`src/rtl/ysyx_24100029_pkg.sv`:
```
// Shared types for the IDU->EXU issue controller: FSM states, stall reasons, register count.
package ysyx_24100029_pkg;

    localparam int REG_NUM = 32;
    localparam int OUT_W   = 4;

    typedef enum logic [1:0] {
        RUN   = 2'd0,
        STALL = 2'd1,
        DRAIN = 2'd2
    } state_e;

    typedef enum logic [1:0] {
        SR_NONE = 2'd0,
        SR_RAW  = 2'd1,
        SR_WAW  = 2'd2,
        SR_SER  = 2'd3
    } stall_reason_e;

endpackage

```
`src/rtl/ysyx_24100029_scoreboard.sv`:
```
// Pending-load scoreboard: busy[31:1] with same-cycle writeback bypass on the lookups.
module ysyx_24100029_scoreboard
    import ysyx_24100029_pkg::*;
(
    input  logic       clk,
    input  logic       rst,
    input  logic       set_en,
    input  logic [4:0] set_rd,
    input  logic       clr_en,
    input  logic [4:0] clr_rd,
    input  logic [4:0] rs1,
    input  logic [4:0] rs2,
    input  logic [4:0] rd,
    output logic       rs1_busy,
    output logic       rs2_busy,
    output logic       rd_busy
);

    logic [REG_NUM-1:1] busy_q;
    logic [REG_NUM-1:1] set_vec;
    logic [REG_NUM-1:1] clear_vec;
    logic [REG_NUM-1:0] eff_busy;

    always_comb begin
        set_vec   = '0;
        clear_vec = '0;
        for (int i = 1; i < REG_NUM; i++) begin
            set_vec[i]   = set_en && (set_rd == 5'(i));
            clear_vec[i] = clr_en && (clr_rd == 5'(i));
        end
    end

    // x0 never becomes busy, so bit 0 of the lookup vector is a constant zero
    assign eff_busy = {busy_q & ~clear_vec, 1'b0};

    always_ff @(posedge clk or posedge rst) begin
        if (rst)
            busy_q <= '0;
        else
            busy_q <= (busy_q & ~clear_vec) | set_vec;
    end

    assign rs1_busy = eff_busy[rs1];
    assign rs2_busy = eff_busy[rs2];
    assign rd_busy  = eff_busy[rd];

endmodule

```
`src/rtl/ysyx_24100029_issue_ctrl.sv`:
```
// Issue controller: load-use / WAW / full / serialize stalls with EXU bubble insertion.
// Optional performance counters are built only when HAZARD_PERF_EN is defined.
module ysyx_24100029_issue_ctrl
    import ysyx_24100029_pkg::*;
#(
    parameter int MAX_OUTSTANDING = 4,
    parameter int CNT_W           = 32
) (
    input  logic             clk,
    input  logic             rst,
    input  logic             IDU_valid,
    input  logic [4:0]       IDU_rs1,
    input  logic [4:0]       IDU_rs2,
    input  logic             IDU_rs1_used,
    input  logic             IDU_rs2_used,
    input  logic [4:0]       IDU_rd,
    input  logic             IDU_R_Wen,
    input  logic             IDU_is_load,
    input  logic             IDU_serialize,
    input  logic             flush,
    input  logic             WBU_valid,
    input  logic [4:0]       WBU_rd,
    output logic             IDU_ready,
    output logic             EXU_bubble,
    output logic [1:0]       stall_reason,
    output logic [CNT_W-1:0] stall_cycles,
    output logic [CNT_W-1:0] load_stalls
);

    state_e           state;
    logic [OUT_W-1:0] outstanding;
    logic [OUT_W-1:0] eff_out;
    logic             rs1_busy, rs2_busy, rd_busy;
    logic             raw, waw, ser, fire, load_fire, wb_dec;

    ysyx_24100029_scoreboard u_sb (
        .clk      (clk),
        .rst      (rst),
        .set_en   (fire & IDU_is_load & IDU_R_Wen),
        .set_rd   (IDU_rd),
        .clr_en   (WBU_valid),
        .clr_rd   (WBU_rd),
        .rs1      (IDU_rs1),
        .rs2      (IDU_rs2),
        .rd       (IDU_rd),
        .rs1_busy (rs1_busy),
        .rs2_busy (rs2_busy),
        .rd_busy  (rd_busy)
    );

    // A writeback this cycle already frees its LSU slot for the full and drain checks
    assign wb_dec  = WBU_valid && (outstanding != '0);
    assign eff_out = outstanding - OUT_W'(wb_dec);

    assign raw       = (IDU_rs1_used & rs1_busy) | (IDU_rs2_used & rs2_busy);
    assign waw       = IDU_is_load & (rd_busy | (eff_out == OUT_W'(MAX_OUTSTANDING)));
    assign ser       = IDU_serialize & (eff_out != '0);
    assign IDU_ready = IDU_valid & ~(raw | waw | ser) & ~flush;
    assign fire      = IDU_valid & IDU_ready;
    assign load_fire = fire & IDU_is_load;
    assign EXU_bubble = ~fire;

    always_comb begin
        stall_reason = SR_NONE;
        if (IDU_valid && !IDU_ready) begin
            if (raw)      stall_reason = SR_RAW;
            else if (waw) stall_reason = SR_WAW;
            else if (ser) stall_reason = SR_SER;
        end
    end

    always_ff @(posedge clk or posedge rst) begin
        if (rst) begin
            outstanding <= '0;
        end else if (load_fire && !wb_dec) begin
            outstanding <= outstanding + 1'b1;
        end else if (!load_fire && wb_dec) begin
            outstanding <= outstanding - 1'b1;
        end
    end

    always_ff @(posedge clk or posedge rst) begin
        if (rst)
            state <= RUN;
        else if (flush)
            state <= RUN;
        else if (IDU_valid && (raw || waw))
            state <= STALL;
        else if (IDU_valid && ser)
            state <= DRAIN;
        else
            state <= RUN;
    end

`ifndef SYNTHESIS
    always_ff @(posedge clk) begin
        if (!rst) assert (!(WBU_valid && outstanding == '0));
    end
`endif

`ifdef HAZARD_PERF_EN
    logic [CNT_W-1:0] stall_cnt, load_cnt;

    always_ff @(posedge clk or posedge rst) begin
        if (rst) begin
            stall_cnt <= '0;
            load_cnt  <= '0;
        end else begin
            if (IDU_valid && !IDU_ready && !flush)
                stall_cnt <= stall_cnt + 1'b1;
            if (state == RUN && IDU_valid && raw && !flush)
                load_cnt <= load_cnt + 1'b1;
        end
    end

    assign stall_cycles = stall_cnt;
    assign load_stalls  = load_cnt;
`else
    assign stall_cycles = '0;
    assign load_stalls  = '0;
`endif

endmodule
```
`config.mk`:
```
export PLATFORM = sky130hd
export DESIGN_NAME = ysyx_24100029_issue_ctrl
export DESIGN_NICKNAME = d
export VERILOG_FILES = /design/src/rtl/ysyx_24100029_pkg.sv /design/src/rtl/ysyx_24100029_scoreboard.sv /design/src/rtl/ysyx_24100029_issue_ctrl.sv
export SDC_FILE = /design/constraint.sdc
export NUM_CORES = 1
export LEC_CHECK = 0
export BUFFER_PORTS_ARGS = -buffer_cell sky130_fd_sc_hd__buf_2
export CORE_MARGIN = 2
export CORE_UTILIZATION = 45
export CTS_BUF_LIST = sky130_fd_sc_hd__clkbuf_16
export CTS_CLUSTER_DIAMETER = 100
export CTS_CLUSTER_SIZE = 10
export DETAILED_ROUTE_END_ITERATION = 7
export MAX_ROUTING_LAYER = met4
export PLACE_DENSITY = 0.76
export SYNTH_ARGS = -nofsm -noshare
export SYNTH_HDL_FRONTEND = slang
export SYNTH_SLANG_ARGS = --single-unit
```
`constraint.sdc`:
```
create_clock -name clk -period 3.3 [get_ports clk]
set_clock_uncertainty 0.05 [all_clocks]
set_input_delay 0.165 -clock clk [delete_from_list [all_inputs] [get_ports clk]]
set_output_delay 0.165 -clock clk [all_outputs]
set_load 0.05 [all_outputs]
```
# --- Word-level counts from Yosys, hierarchy flattened ---
# Cells that the tools add are included.
op_classes:
  mul: 0
  div_mod_pow: 0
  n_bitwise: 19
  n_addsub: 3
  reduce_logical: 72
  n_mux: 12
  magnitude_cmp: 3
  eq_ne: 63
  n_shift: 0
op_table:
  columns: ["op", "count"]
  rows:
  - ["5-bit equality test, second input constant", 32]
  - ["5-bit by 4-bit equality test with 1-bit output, second input constant", 16]
  - ["1-bit logical AND", 66]
  - ["5-bit by 3-bit equality test with 1-bit output, second input constant", 8]
  - ["31-bit AND", 1]
  - ["31-bit NOT", 1]
  - ["31-bit bitwise OR", 1]
  - ["5-bit by 2-bit equality test with 1-bit output, second input constant", 4]
  - ["5-bit by 6-bit < comparator with 1-bit output, second input constant", 3]
  - ["1-bit binary-select mux with 5-bit select", 3]
  - ["5-bit by 1-bit equality test with 1-bit output, second input constant", 2]
  - ["1-bit AND", 9]
  - ["2-bit two-way mux", 4]
  - ["4-bit two-way mux", 2]
  - ["4-bit nonzero test", 2]
  - ["4-bit by 1-bit adder with 4-bit output, second input constant", 1]
  - ["4-bit by 3-bit equality test with 1-bit output, second input constant", 1]
  - ["1-bit bitwise OR", 4]
  - ["4-bit by 1-bit subtractor with 4-bit output", 1]
  - ["4-bit by 1-bit subtractor with 4-bit output, second input constant", 1]
  - ["1-bit zero test", 3]
  - ["1-bit two-way mux", 3]
  - ["1-bit NOT", 3]
  - ["2-bit nonzero test", 1]
word_totals:
  output_inout_bits: 68
  ff_bits: 35
  ram_bits: 0
  n_memories: 0
  latchBits: 0
  mem_bits_ro: 0

# --- Longest topological paths before layout ---
# Gate-level depths: netlist of run 1.
depth:
  word_depth: 19
  depth_mapped: 18

# --- By module ---
# From an unflattened synthesis of run 1, not the netlist that was laid out.
hier_totals:
  cells_unflattened: 436
  area_unflattened_um2: 3794.9
modules_own_cells:
  columns: ["mod", "cells_per_inst", "instances", "area_each_um2"]
  rows:
  - ["ysyx_24100029_scoreboard", 320, 1, 2879.0]
  - ["ysyx_24100029_issue_ctrl", 116, 1, 915.9]

# --- Least setup slack after synthesis of run 1 ---
# OpenSTA, ideal clock, no wires.
synth_path:
  path_type: "input-to-output"
  start: "input port IDU_rs2[0]"
  end: "output port stall_reason[1]"
  cell_stages: 8
  t_arrival_ns: 3.575
  setup_slack_ns: -0.490
  cell_sequence: "buf_2 buf_2 mux2i_1 o22ai_1 o31ai_1 o21ai_0 or4_1 nor4b_1"
synth_between:
  elab_chain_cells: 12
  word_cells_on_any_way: 13
  cone_classes: "4 x mux; 7 x bitwise; 2 x reduce/logical"
synth_lines:
  columns: ["item", "line", "rtl"]
  rows:
  - ["start, declared", "ysyx_24100029_issue_ctrl.sv:13", "input logic [4:0] IDU_rs2,"]
  - ["1-bit binary-select mux with 5-bit select (*)", "ysyx_24100029_scoreboard.sv:44", "assign rs2_busy = eff_busy[rs2];"]
  - ["1-bit two-way mux (implied by the code) (*)", "ysyx_24100029_scoreboard.sv:44", null]
  - ["1-bit AND (*)", "ysyx_24100029_issue_ctrl.sv:55", "assign raw = (IDU_rs1_used & rs1_busy) | (IDU_rs2_used & rs2_busy);"]
  - ["1-bit bitwise OR (*)", "ysyx_24100029_issue_ctrl.sv:55", null]
  - ["1-bit bitwise OR (2 in a row)", "ysyx_24100029_issue_ctrl.sv:58", "assign IDU_ready = IDU_valid & ~(raw | waw | ser) & ~flush;"]
  - ["1-bit NOT", "ysyx_24100029_issue_ctrl.sv:58", null]
  - ["1-bit AND (2 in a row)", "ysyx_24100029_issue_ctrl.sv:58", null]
  - ["1-bit zero test", "ysyx_24100029_issue_ctrl.sv:65", "if (IDU_valid && !IDU_ready) begin"]
  - ["1-bit logical AND", "ysyx_24100029_issue_ctrl.sv:65", null]
  - ["2-bit two-way mux (*)", "ysyx_24100029_issue_ctrl.sv:65", null]
  - ["end, declared", "ysyx_24100029_issue_ctrl.sv:25", "output logic [1:0] stall_reason,"]
# Every way passes the cells marked *; elsewhere a longest branch is shown, timed or not. The select of a mux whose other input is x is not followed.

# --- Worst setup path after layout of run 1 ---
layout_path:
  start: "register u_sb.busy_q[13] (netlist bit)"
  end: "register outstanding[3]"
layout_between:
  elab_chain_cells: 15
  word_cells_on_any_way: 24
  cone_classes: "7 x mux; 13 x bitwise; 4 x reduce/logical"
layout_lines:
  columns: ["item", "line", "rtl"]
  rows:
  - ["start, declared", "ysyx_24100029_scoreboard.sv:19", "logic [REG_NUM-1:1] busy_q;"]
  - ["start signal, assigned", "ysyx_24100029_scoreboard.sv:40", "busy_q <= (busy_q & ~clear_vec) | set_vec;"]
  - ["31-bit AND (*)", "ysyx_24100029_scoreboard.sv:34", "assign eff_busy = {busy_q & ~clear_vec, 1'b0};"]
  - ["1-bit binary-select mux with 5-bit select, on equally long branches", "ysyx_24100029_scoreboard.sv:43, ysyx_24100029_scoreboard.sv:44, ysyx_24100029_scoreboard.sv:45", null]
  - ["1-bit two-way mux, on equally long branches", "ysyx_24100029_scoreboard.sv:43, ysyx_24100029_scoreboard.sv:44, ysyx_24100029_scoreboard.sv:45", null]
  - ["1-bit AND or 1-bit bitwise OR (tied branches)", "ysyx_24100029_issue_ctrl.sv:55, ysyx_24100029_issue_ctrl.sv:56", null]
  - ["1-bit bitwise OR or 1-bit AND (tied branches)", "ysyx_24100029_issue_ctrl.sv:55, ysyx_24100029_issue_ctrl.sv:56", null]
  - ["1-bit bitwise OR (*) (2 in a row)", "ysyx_24100029_issue_ctrl.sv:58", null]
  - ["1-bit NOT (*)", "ysyx_24100029_issue_ctrl.sv:58", null]
  - ["1-bit AND (*) (2 in a row)", "ysyx_24100029_issue_ctrl.sv:58", null]
  - ["1-bit AND (*)", "ysyx_24100029_issue_ctrl.sv:59", "assign fire = IDU_valid & IDU_ready;"]
  - ["1-bit AND (*)", "ysyx_24100029_issue_ctrl.sv:60", "assign load_fire = fire & IDU_is_load;"]
  - ["1-bit zero test", "ysyx_24100029_issue_ctrl.sv:77", "end else if (!load_fire && wb_dec) begin"]
  - ["1-bit logical AND", "ysyx_24100029_issue_ctrl.sv:77", null]
  - ["2-bit nonzero test (no source line)", null, null]
  - ["end signal, assigned", "ysyx_24100029_issue_ctrl.sv:76", "outstanding <= outstanding + 1'b1;"]
  - ["end signal, assigned", "ysyx_24100029_issue_ctrl.sv:78", "outstanding <= outstanding - 1'b1;"]
  - ["end, declared", "ysyx_24100029_issue_ctrl.sv:31", "logic [OUT_W-1:0] outstanding;"]
# Marked as above.
# A chain may end at the register's enable or synchronous reset.

==> impl_metrics.toml, run 1 <==
[synthesis]
ys_seq_elements = 35
ys_warn_count = 0
async_flop_share_pct = 100
synthTopCellsByArea = "dfrtp_1 (22%), buf_4 (12%), mux2i_1 (9.1%)"
yosysTopAreaCell = "dfrtp_1"
synth.distinct_cells = 77
syn-mean-instance-area_um2 = 8.60
synth-seq-area-share_pct = 22.2
synth-edff-count = 0
synth_ff_type = "dfrtp_1"
netlist.area_leader.share_pct = 22.2
netlist_area_um2 = 3950
synth_cells = 459

[worst_setup_path]
cp.required_ns = 3.42
cpMaxStageDelayCell = "mux4_2"
path_cells = "mux4_2 > a21boi_1 > o311ai_2 > a311oi_2 > nor4_2 > nand2_1 > nor3_2 > ha_2 > inv_1 > ha_1 > a21o_1 > a21oi_2 > xnor2_1 > nor2_1 > xor2_1"
reg2reg_from = "u_sb.busy_q[13]$_DFF_PP0_"
path_depth = 15
critPathBufInv = 1
critPathLaunch = "u_sb.busy_q[13]$_DFF_PP0_"
ff2ff_path_depth = 15
arrival_ns = 3.53
worstSetupPathType = "reg2reg"
cp-end-kind = "flop"
r2r-end = "outstanding[3]$_DFFE_PP0P_"
worst_path_largest_cell_delay_ns = 0.47
reg2reg_setup_slack_ns = -0.12
start_kind = "flop"
cp_top_family = "compound AO/OA/AOI/OAI gates"
crit_path_end = "outstanding[3]$_DFFE_PP0P_"
cp_max_fo = 2

[finish]
n_antenna_cell = 0
drive_above_1_share_pct = 30.3
stdcell_area_um2 = 4680
area_growth_pct = 18.6
layout.nets = 582

[route]
routed_wl_um = 12700
vias_per_cell = 6.19
vias = 4063
drt_iter0_drc = 426
antenna_left = 0
drc = 0
post_drt_wl_per_cell_um = 19.3
firstDrtPassIters = 7

[global_route]
grt_pass1_vias = 3884
grt_overflow = 0
grt_pass1_wl_um = 20000
grt_max_degree = 36
antenna_found_initial = 0
grtUsageTotal_pct = 26.9

[clock_tree]
cts_inserted_buffers = 5
root_buffer = "clkbuf_16"
htree_levels = 2
clkTransAtPathRegs_ns = 0.06
clk_path_buf_depth = 2
clock_latency_ns = 0.28
cts_tree = "yes"
cts_sinks = 35

[floorplanning]
num_io_pins = 98
die_height_um = 97.7
die_x_um = 97.7
start_util_pct = 45.9
dieArea_um2 = 9540
num_rows = 34
core_area_um2 = 8590

[timing]
finalSetupViolations = 1
maxSlewViolCount = 0
worst_slew_pin_slew_ns = 0.653
worst_slack_ns = -0.115
max_freq_mhz = 293
finalCriticalPeriod_ns = 3.42
fin_crit_sh_pct = 103
hold_violations = 0
rsz0062_at_grt = "yes"
max_slew_margin_pct = 56.4

[pwr]
finalPower_mw = 1.79
powerDensity_nw_per_um2 = 382
swShare_pct = 41.3
ir_drop_mv = 0.170
pwr-share-seq_pct = 28.6
internal_power_mw = 1.05
switchingPower_mw = 0.739
combPwrFrac_pct = 45.9
leakage_nw = 2.13
pwr-share-clk_pct = 25.5

[placed_design]
dpl-instance-area_um2 = 4470
io_buffers = 33
place_hpwl_um = 9920
gp_congestion = 1.04

[min_path]
min_path_cells = 3
min_path_type = "in2reg"

[status]
outcome = "finished, violations left"
violations = "setup timing"

[run]
timing.max_cap.violations = 0
[registers in the layout (all words and copies together), names as in the netlist]
name         count
u_sb.busy_q     31
outstanding      4
[worst min-delay path by stage]
stage                          from                    endpoint  slack, ns
after global routing      IDU_rd[3]   u_sb.busy_q[15]$_DFF_PP0_       0.26
after CTS                 IDU_rd[3]   u_sb.busy_q[15]$_DFF_PP0_       0.24
after detailed placement        rst    u_sb.busy_q[4]$_DFF_PP0_       0.25
final                     IDU_rd[3]   u_sb.busy_q[15]$_DFF_PP0_       0.25
after floorplan                 rst  outstanding[0]$_DFFE_PP0P_       0.27
after global placement          rst   u_sb.busy_q[19]$_DFF_PP0_       0.24
[stage by stage]
| step | std cells | setup TNS, ns | worst slack (ns) | util (%) | hold slack [ns] |
|---|---|---|---|---|---|
| floorplan | 522 | -0.0654 | -0.0654 | - | 0.269 |
| global placement | 643 | -0.0879 | -0.0879 | 52.1 | 0.242 |
| detailed placement | 643 | -0.368 | -0.233 | 52.1 | 0.252 |
| CTS | 653 | -0.0976 | -0.0976 | 53.9 | 0.240 |
| global route | 656 | -0.366 | -0.255 | 54.5 | 0.264 |
| finish | 656 | -0.115 | -0.115 | 54.5 | 0.247 |
[layer usage]
metal  vias up  global-route usage, %  wire length, um
met5         -                      -                0
met4         0                   6.94              334
met3        47                   4.68             1280
met2       279                   43.4             5840
met1      1954                   35.0             5220
li1       1783                      -                -
[placed cells by master (no fill, tap or decap), types with 10 or more instances in the layout]
cell	instances
a311oi_1	14
buf_2	33
buf_4	74
conb_1	64
dfrtp_1	35
inv_1	15
mux2i_1	36
nand2_1	20
nand2b_1	12
nand3_1	10
nor2_1	10
nor3_1	13
o21ai_0	48
o21ai_2	19
[power groups by stage]
stage / Combinational (mW) / Clock, mW / Sequential, mW
2_1_floorplan: 0.573 / 0 / 0.526
3_3_place_gp: 0.753 / 0 / 0.511
3_5_place_dp: 0.777 / 0 / 0.517
4_1_cts: 0.783 / 0.454 / 0.509
5_1_grt: 0.876 / 0.478 / 0.514
6_report: 0.821 / 0.457 / 0.511
[tightest hold or removal path: stages]
cell and delay [ns]:
buf_2 0.17, nand4_1 0.14, o21ai_2 0.07
[synthesized netlist by cell type (4+ instances only)]
library cell and count:
xnor2_1 7, clkbuf_1 8, a21oi_1 8, nor2_1 10
buf_4 65, buf_1 4, a311oi_1 15, mux2_2 7
o21ai_0 48, nor3_1 14, ha_1 4, nand2_1 20
nor4_1 5, dfrtp_1 35, mux2i_1 36, nand3b_1 4
nand2b_1 12, xor2_1 6, a211oi_1 6, inv_1 14
nand3_1 10, o21ai_2 19, buf_2 13
[logic make-up (layout without fill, tap and decap cells)]
group                    after synthesis  count (layout)  synth area share [%]
adder cells (fa/ha/maj)                5               5                  1.78
multiplexers                          45              45                  12.3
buffers and inverters                109             135                  17.6
flip-flops                            35              35                  22.2
XOR/XNOR                              13              13                  2.88
other                                  1              64                0.0950
AND/OR/NAND/NOR                      110             110                  17.8
AO/OA/AOI/OAI                        141             141                  25.4
[final cells by class]
type,count,area [um2]
clock buffers,5,125
clock inverters,3,11.3
fillers,804,3910
inverters,15,56.3
multi-input cells,378,2670
flip-flops and latches,35,876
well taps,108,135
repair buffers,112,811
[timing repair]
| item | CTS | global route |
|---|---|---|
| hold buffers | 1 | 0 |
| endpoints found under the setup margin | 3 | 6 |
| pin swaps | 1 | 0 |
| buffers inserted | 1 | 3 |
| hold endpoints to repair | 35 | 0 |
| resized for setup | 1 | 5 |
No activity file was read; power rests on OpenSTA's default activity.
==> run 2: changes to the inputs <==
--- a/config.mk
+++ b/config.mk
@@ -14,6 +14,7 @@
 export DETAILED_ROUTE_END_ITERATION = 7
 export MAX_ROUTING_LAYER = met4
 export PLACE_DENSITY = 0.76
+export RECOVER_POWER = 50
 export SYNTH_ARGS = -nofsm -noshare
 export SYNTH_HDL_FRONTEND = slang
 export SYNTH_SLANG_ARGS = --single-unit
==> run 2 against run 1 <==
The flow finishes with violations (capacitance limit, slew limit, setup timing). Clock power is essentially flat. Register-to-register slack is essentially flat. Sequential share of layout area hardly changed. Global-route usage is the same. Non-clock buffer count did not move. Maximum frequency barely moved. Wire length rose by 0.14%. Combinational power hardly changed.
==> impl_metrics.toml, run 2 (same netlist as run 1, synthesis figures left out) <==
[timing]
worst_slew_pin_slew_ns = 2.07
max_slew_margin_pct = -38.1
rsz0062_at_grt = "yes"
hold_ws_ns = 0.247
hold_violations = 0
maxSlewViolCount = 36
fin_crit_sh_pct = 104
finalSetupViolations = 1
finalCriticalPeriod_ns = 3.42
worst_slack_ns = -0.118
max_freq_mhz = 293
finalSetupTns_ns = -0.118

[pwr]
powerDensity_nw_per_um2 = 382
finalPower_mw = 1.79
internal_power_mw = 1.05
switchingPower_mw = 0.738
pwr-share-seq_pct = 28.6
ir_drop_mv = 0.171
pwr-share-clk_pct = 25.5
combPwrFrac_pct = 45.9
swShare_pct = 41.3
leakage_nw = 2.12

[worst_setup_path]
ff2ff_path_depth = 15
cp.required_ns = 3.42
arrival_ns = 3.54
reg2reg_from = "u_sb.busy_q[13]$_DFF_PP0_"
cp-end-kind = "flop"
worstSetupPathType = "reg2reg"
cp_max_fo = 2
critPathLaunch = "u_sb.busy_q[13]$_DFF_PP0_"
start_kind = "flop"

[clock_tree]
cts_tree = "yes"
clk_path_buf_depth = 2
cts_sinks = 35
cts_inserted_buffers = 5
clock_latency_ns = 0.28
root_buffer = "clkbuf_16"
htree_levels = 2
clkTransAtPathRegs_ns = 0.06

[global_route]
grt_overflow = 0
grt_pass1_wl_um = 20000
grt_max_degree = 36
antenna_found_initial = 0
grt_pass1_vias = 3884
grtUsageTotal_pct = 26.9

[floorplanning]
dieArea_um2 = 9540
die_height_um = 97.7
num_io_pins = 98
die_x_um = 97.7
core_area_um2 = 8590
num_rows = 34
start_util_pct = 45.9

[finish]
drive_above_1_share_pct = 30.1
area_growth_pct = 18.5
final_common_cell = "buf_4"
n_antenna_cell = 0
stdcell_count = 656
final_cell_mix = "buf_4 (73), conb_1 (64), o21ai_0 (48)"
top_regs = "u_sb.busy_q: 31 flops, outstanding: 4 flops"
largest_reg_flops = 31
largest-register = "u_sb.busy_q"
layout.nets = 582

[route]
vias = 4058
firstDrtPassIters = 7
routed_wl_um = 12700
drt_iter0_drc = 426
vias_per_cell = 6.19
drc = 0
post_drt_wl_per_cell_um = 19.4
antenna_left = 0

[status]
outcome = "finished, violations left"
violations = "capacitance limit, slew limit, setup timing"

[placed_design]
place_hpwl_um = 9920
place_inst = 643
io_buffers = 33
gp_congestion = 1.04

[run]
timing.max_cap.violations = 1

[min_path]
worst_hold_startpoint = "IDU_rd[3]"
min_path_cells = 3
min_path_type = "in2reg"
## run 2: cell count changes in the layout (fill, tap and decap cells not counted), sizes merged
cell | before | now
clkbuf | 5 | 6
buf | 111 | 110
## run 2: what timing repair did
item | CTS | global route
resized for setup | 1 | 5
setup endpoints to repair | 3 | 6
pin swaps | 1 | 0
hold buffers | 1 | 0
buffers inserted | 1 | 3
endpoints found under the hold margin | 35 | 0
## run 2: power groups by stage
stage          Combinational (mW)  Clock, mW  Sequential (mW)
4_1_cts                     0.783      0.454            0.509
5_1_grt                     0.875      0.478            0.514
3_3_place_gp                0.753          0            0.511
3_5_place_dp                0.777          0            0.517
6_report                    0.821      0.457            0.511
2_1_floorplan               0.573          0            0.526
## run 2: cell type report
class	count	area, um2
fill	804	3910
multi-input combinational	378	2670
sequential	35	876
timing repair buffer	112	807
tap	108	135
clock buffer	5	125
inverter	15	56.3
clock inverter	3	11.3
## run 2: path summary, 6_finish.rpt
kind	end	slack, ns
max in group asynchronous	u_sb.busy_q[9]$_DFF_PP0_	0.88
worst min register to register	u_sb.busy_q[22]$_DFF_PP0_	0.55
worst max register to register	outstanding[3]$_DFFE_PP0P_	-0.12
worst min-delay path	u_sb.busy_q[15]$_DFF_PP0_	0.25
worst max-delay path	outstanding[3]$_DFFE_PP0P_	-0.12
min in group asynchronous	u_sb.busy_q[17]$_DFF_PP0_	1.12
## run 2: stage by stage
stage / cell area (um2) / utilization (%) / setup WS [ns]
6_report: 4680 / 54.5 / -0.118
5_1_grt: 4680 / 54.5 / -0.255
4_1_cts: 4640 / 53.9 / -0.0976
3_5_place_dp: 4470 / 52.1 / -0.233
3_3_place_gp: 4470 / 52.1 / -0.0879
2_1_floorplan: 4210 / - / -0.0654
## run 2: worst max-delay path, cell delays in order, from the launching register on
cell      delay [ns]
dfrtp_1         0.37
mux4_2          0.47
a21boi_1        0.15
o311ai_2        0.31
a311oi_2        0.17
nor4_2          0.29
nand2_1         0.13
nor3_2          0.14
ha_2            0.20
inv_1           0.05
ha_1            0.27
a21o_1          0.20
a21oi_2         0.15
xnor2_1         0.13
nor2_1          0.07
xor2_1          0.14
## run 2: routing by layer
layer | share of wire (%) | GRT usage (%) | vias to the layer above
li1 | - | - | 1783
met1 | 41 | 35.0 | 1960
met2 | 46 | 43.4 | 272
met3 | 10 | 4.68 | 43
met4 | 2.5 | 6.94 | 0
met5 | 0 | - | -
==> run 3: changes to the inputs <==
--- a/config.mk
+++ b/config.mk
@@ -6,15 +6,18 @@
 export NUM_CORES = 1
 export LEC_CHECK = 0
 export BUFFER_PORTS_ARGS = -buffer_cell sky130_fd_sc_hd__buf_2
+export CELL_PAD_IN_SITES_DETAIL_PLACEMENT = 1
+export CELL_PAD_IN_SITES_GLOBAL_PLACEMENT = 1
 export CORE_MARGIN = 2
-export CORE_UTILIZATION = 45
+export CORE_UTILIZATION = 44
 export CTS_BUF_LIST = sky130_fd_sc_hd__clkbuf_16
 export CTS_CLUSTER_DIAMETER = 100
 export CTS_CLUSTER_SIZE = 10
 export DETAILED_ROUTE_END_ITERATION = 7
 export MAX_ROUTING_LAYER = met4
-export PLACE_DENSITY = 0.76
+export PLACE_DENSITY = 0.92
 export RECOVER_POWER = 50
+export SLEW_MARGIN = 20
 export SYNTH_ARGS = -nofsm -noshare
 export SYNTH_HDL_FRONTEND = slang
 export SYNTH_SLANG_ARGS = --single-unit
==> constraint.sdc (replaced) <==
create_clock -name clk -period 4.4 [get_ports clk]
set_clock_uncertainty 0.05 [all_clocks]
set_input_delay 0.22 -clock clk [delete_from_list [all_inputs] [get_ports clk]]
set_output_delay 0.22 -clock clk [all_outputs]
set_load 0.05 [all_outputs]
==> run 3 against run 2 <==
The run ends with capacitance limit, slew limit left. Final cell count shrank 11%. Power shrank 32%. Wire length grew 2.4%. Die area grew 2.2%. Clock power shrank 26%. Via count shrank 7.1%. Combinational power shrank 42%. Maximum frequency shrank 13%. First-iteration DRC count shrank 31%. Sequential power shrank 20%. Core utilization shrank 8.0 points. Highest routed layer unchanged.
==> impl_metrics.toml, run 3 (same netlist as run 1, synthesis figures left out) <==
[clock_tree]
clk_path_buf_depth = 2
htree_levels = 2
clock_latency_ns = 0.28
clkTransAtPathRegs_ns = 0.06
cts_inserted_buffers = 5
cts_setup_buffers = 0
root_buffer = "clkbuf_16"
cts_tree = "yes"
cts_sinks = 35

[route]
vias_per_cell = 6.45
vias = 3771
firstDrtPassIters = 5
route.met3.wl_um = 1190
antenna_left = 0
routed_wl_um = 13000
drc = 0
wl_met2_um = 6270
post_drt_wl_per_cell_um = 22.2
drt_iter0_drc = 293
top_layer_used = "met4"
wl_met1_um = 5230

[worst_setup_path]
arrival_ns = 4.02
critPathLaunch = "outstanding[2]$_DFFE_PP0P_"
cp.required_ns = 4.51
cp-end-kind = "flop"
cp_max_fo = 6
reg2reg_setup_slack_ns = 0.49
crit_path_end = "outstanding[3]$_DFFE_PP0P_"
worstSetupPathType = "reg2reg"
start_kind = "flop"
ff2ff_path_depth = 17
reg2reg_from = "outstanding[2]$_DFFE_PP0P_"
r2r-end = "outstanding[3]$_DFFE_PP0P_"

[timing]
hold_ws_ns = 0.314
max_slew_margin_pct = -38.1
max_freq_mhz = 256
fin_crit_sh_pct = 88.8
finalSetupTns_ns = 0
worst_slew_pin_slew_ns = 2.07
rsz0062_at_grt = "no"
finalSetupViolations = 0
finalCriticalPeriod_ns = 3.91
hold_violations = 0
maxSlewViolCount = 36
worst_slack_ns = 0.493

[finish]
area_growth_pct = 2.54
final_common_cell = "conb_1"
final_util_pct = 46.4
largest-register = "u_sb.busy_q"
final_cell_mix = "conb_1 (64), o21ai_0 (48), mux2i_1 (36)"
n_fill_cell = 1077
largest_reg_flops = 31
stdcell_area_um2 = 4050
drive_above_1_share_pct = 18.2
layout.nets = 511
n_antenna_cell = 0
top_regs = "u_sb.busy_q: 31 flops, outstanding: 4 flops"
regArea_um2 = 876
multi_input_area_um2 = 2620
stdcell_count = 585

[floorplanning]
num_io_pins = 98
start_util_pct = 45.3
dieArea_um2 = 9750
core_area_um2 = 8720
die_x_um = 98.7
num_rows = 34
die_height_um = 98.7

[global_route]
grtUsageTotal_pct = 27.3
grt_pass1_wl_um = 20500
grt_overflow = 0
grt_pass1_vias = 3700
antenna_found_initial = 0
grt_max_degree = 36

[status]
violations = "capacitance limit, slew limit"
outcome = "finished, violations left"

[pwr]
finalPower_mw = 1.22
leakage_nw = 1.76
powerDensity_nw_per_um2 = 302
ir_drop_mv = 0.113

[min_path]
min_path_type = "in2reg"

[placed_design]
gp_congestion = 0.942
io_buffers = 33
place_inst = 577
dpl-instance-area_um2 = 3910
dpl_worst_slack_ns = 0.376
place_hpwl_um = 9990

[run]
timing.max_cap.violations = 1
## run 3: cell count changes in the layout (fill, tap and decap cells not counted), sizes merged
cell | previous run | this run
buf | 110 | 40
dlygate4sd3 | 1 | 0
## run 3: worst min-delay path by stage
stage / depth (start not counted) / slack, ns / to / start
2_1_floorplan: 1 / 0.32 / outstanding[0]$_DFFE_PP0P_ / rst
3_5_place_dp: 3 / 0.31 / u_sb.busy_q[16]$_DFF_PP0_ / rst
4_1_cts: 3 / 0.02 / u_sb.busy_q[20]$_DFF_PP0_ / rst
6_report: 3 / 0.31 / u_sb.busy_q[29]$_DFF_PP0_ / IDU_rd[3]
5_1_grt: 3 / 0.32 / u_sb.busy_q[29]$_DFF_PP0_ / IDU_rd[3]
3_3_place_gp: 3 / 0.29 / u_sb.busy_q[16]$_DFF_PP0_ / rst
## run 3: final cells by class
| class | instances | share of cell area, % |
|---|---|---|
| Inverter | 15 | 1.39 |
| Clock buffer | 5 | 3.09 |
| Clock inverter | 3 | 0.278 |
| Sequential cell | 35 | 21.6 |
| Timing Repair Buffer | 41 | 5.47 |
| Tap cell | 108 | 3.34 |
| Multi-Input combinational cell | 378 | 64.8 |
## run 3: layer usage
layer,global-route usage [%],vias up
li1,-,1632
met1,36.0,1883
met2,43.7,224
met3,4.26,32
met4,7.69,0
met5,-,-
## run 3: worst max-delay path, cell delays in order, from the launching register on
cell and delay [ns]:
dfrtp_1 0.46, o41ai_2 0.44, inv_1 0.09, ha_1 0.23
xor2_1 0.15, nor3_1 0.12, a21boi_0 0.18, nor4_2 0.43
nand2_1 0.15, nor3_1 0.18, ha_1 0.23, inv_1 0.11
ha_1 0.28, a21o_1 0.17, a21oi_1 0.17, xnor2_1 0.13
nor2_1 0.07, xor2_1 0.14
## run 3: where the power goes
group	switching [mW]	internal (mW)	total (mW)
clock	0.136	0.204	0.340
sequential	0.0554	0.354	0.409
combinational	0.331	0.143	0.473
total	0.522	0.700	1.22
## run 3: timing repair
| item | in CTS | in global routing |
|---|---|---|
| hold buffers | 0 | 0 |
| setup endpoints to repair | 0 | 1 |
| resized for setup | 0 | 1 |
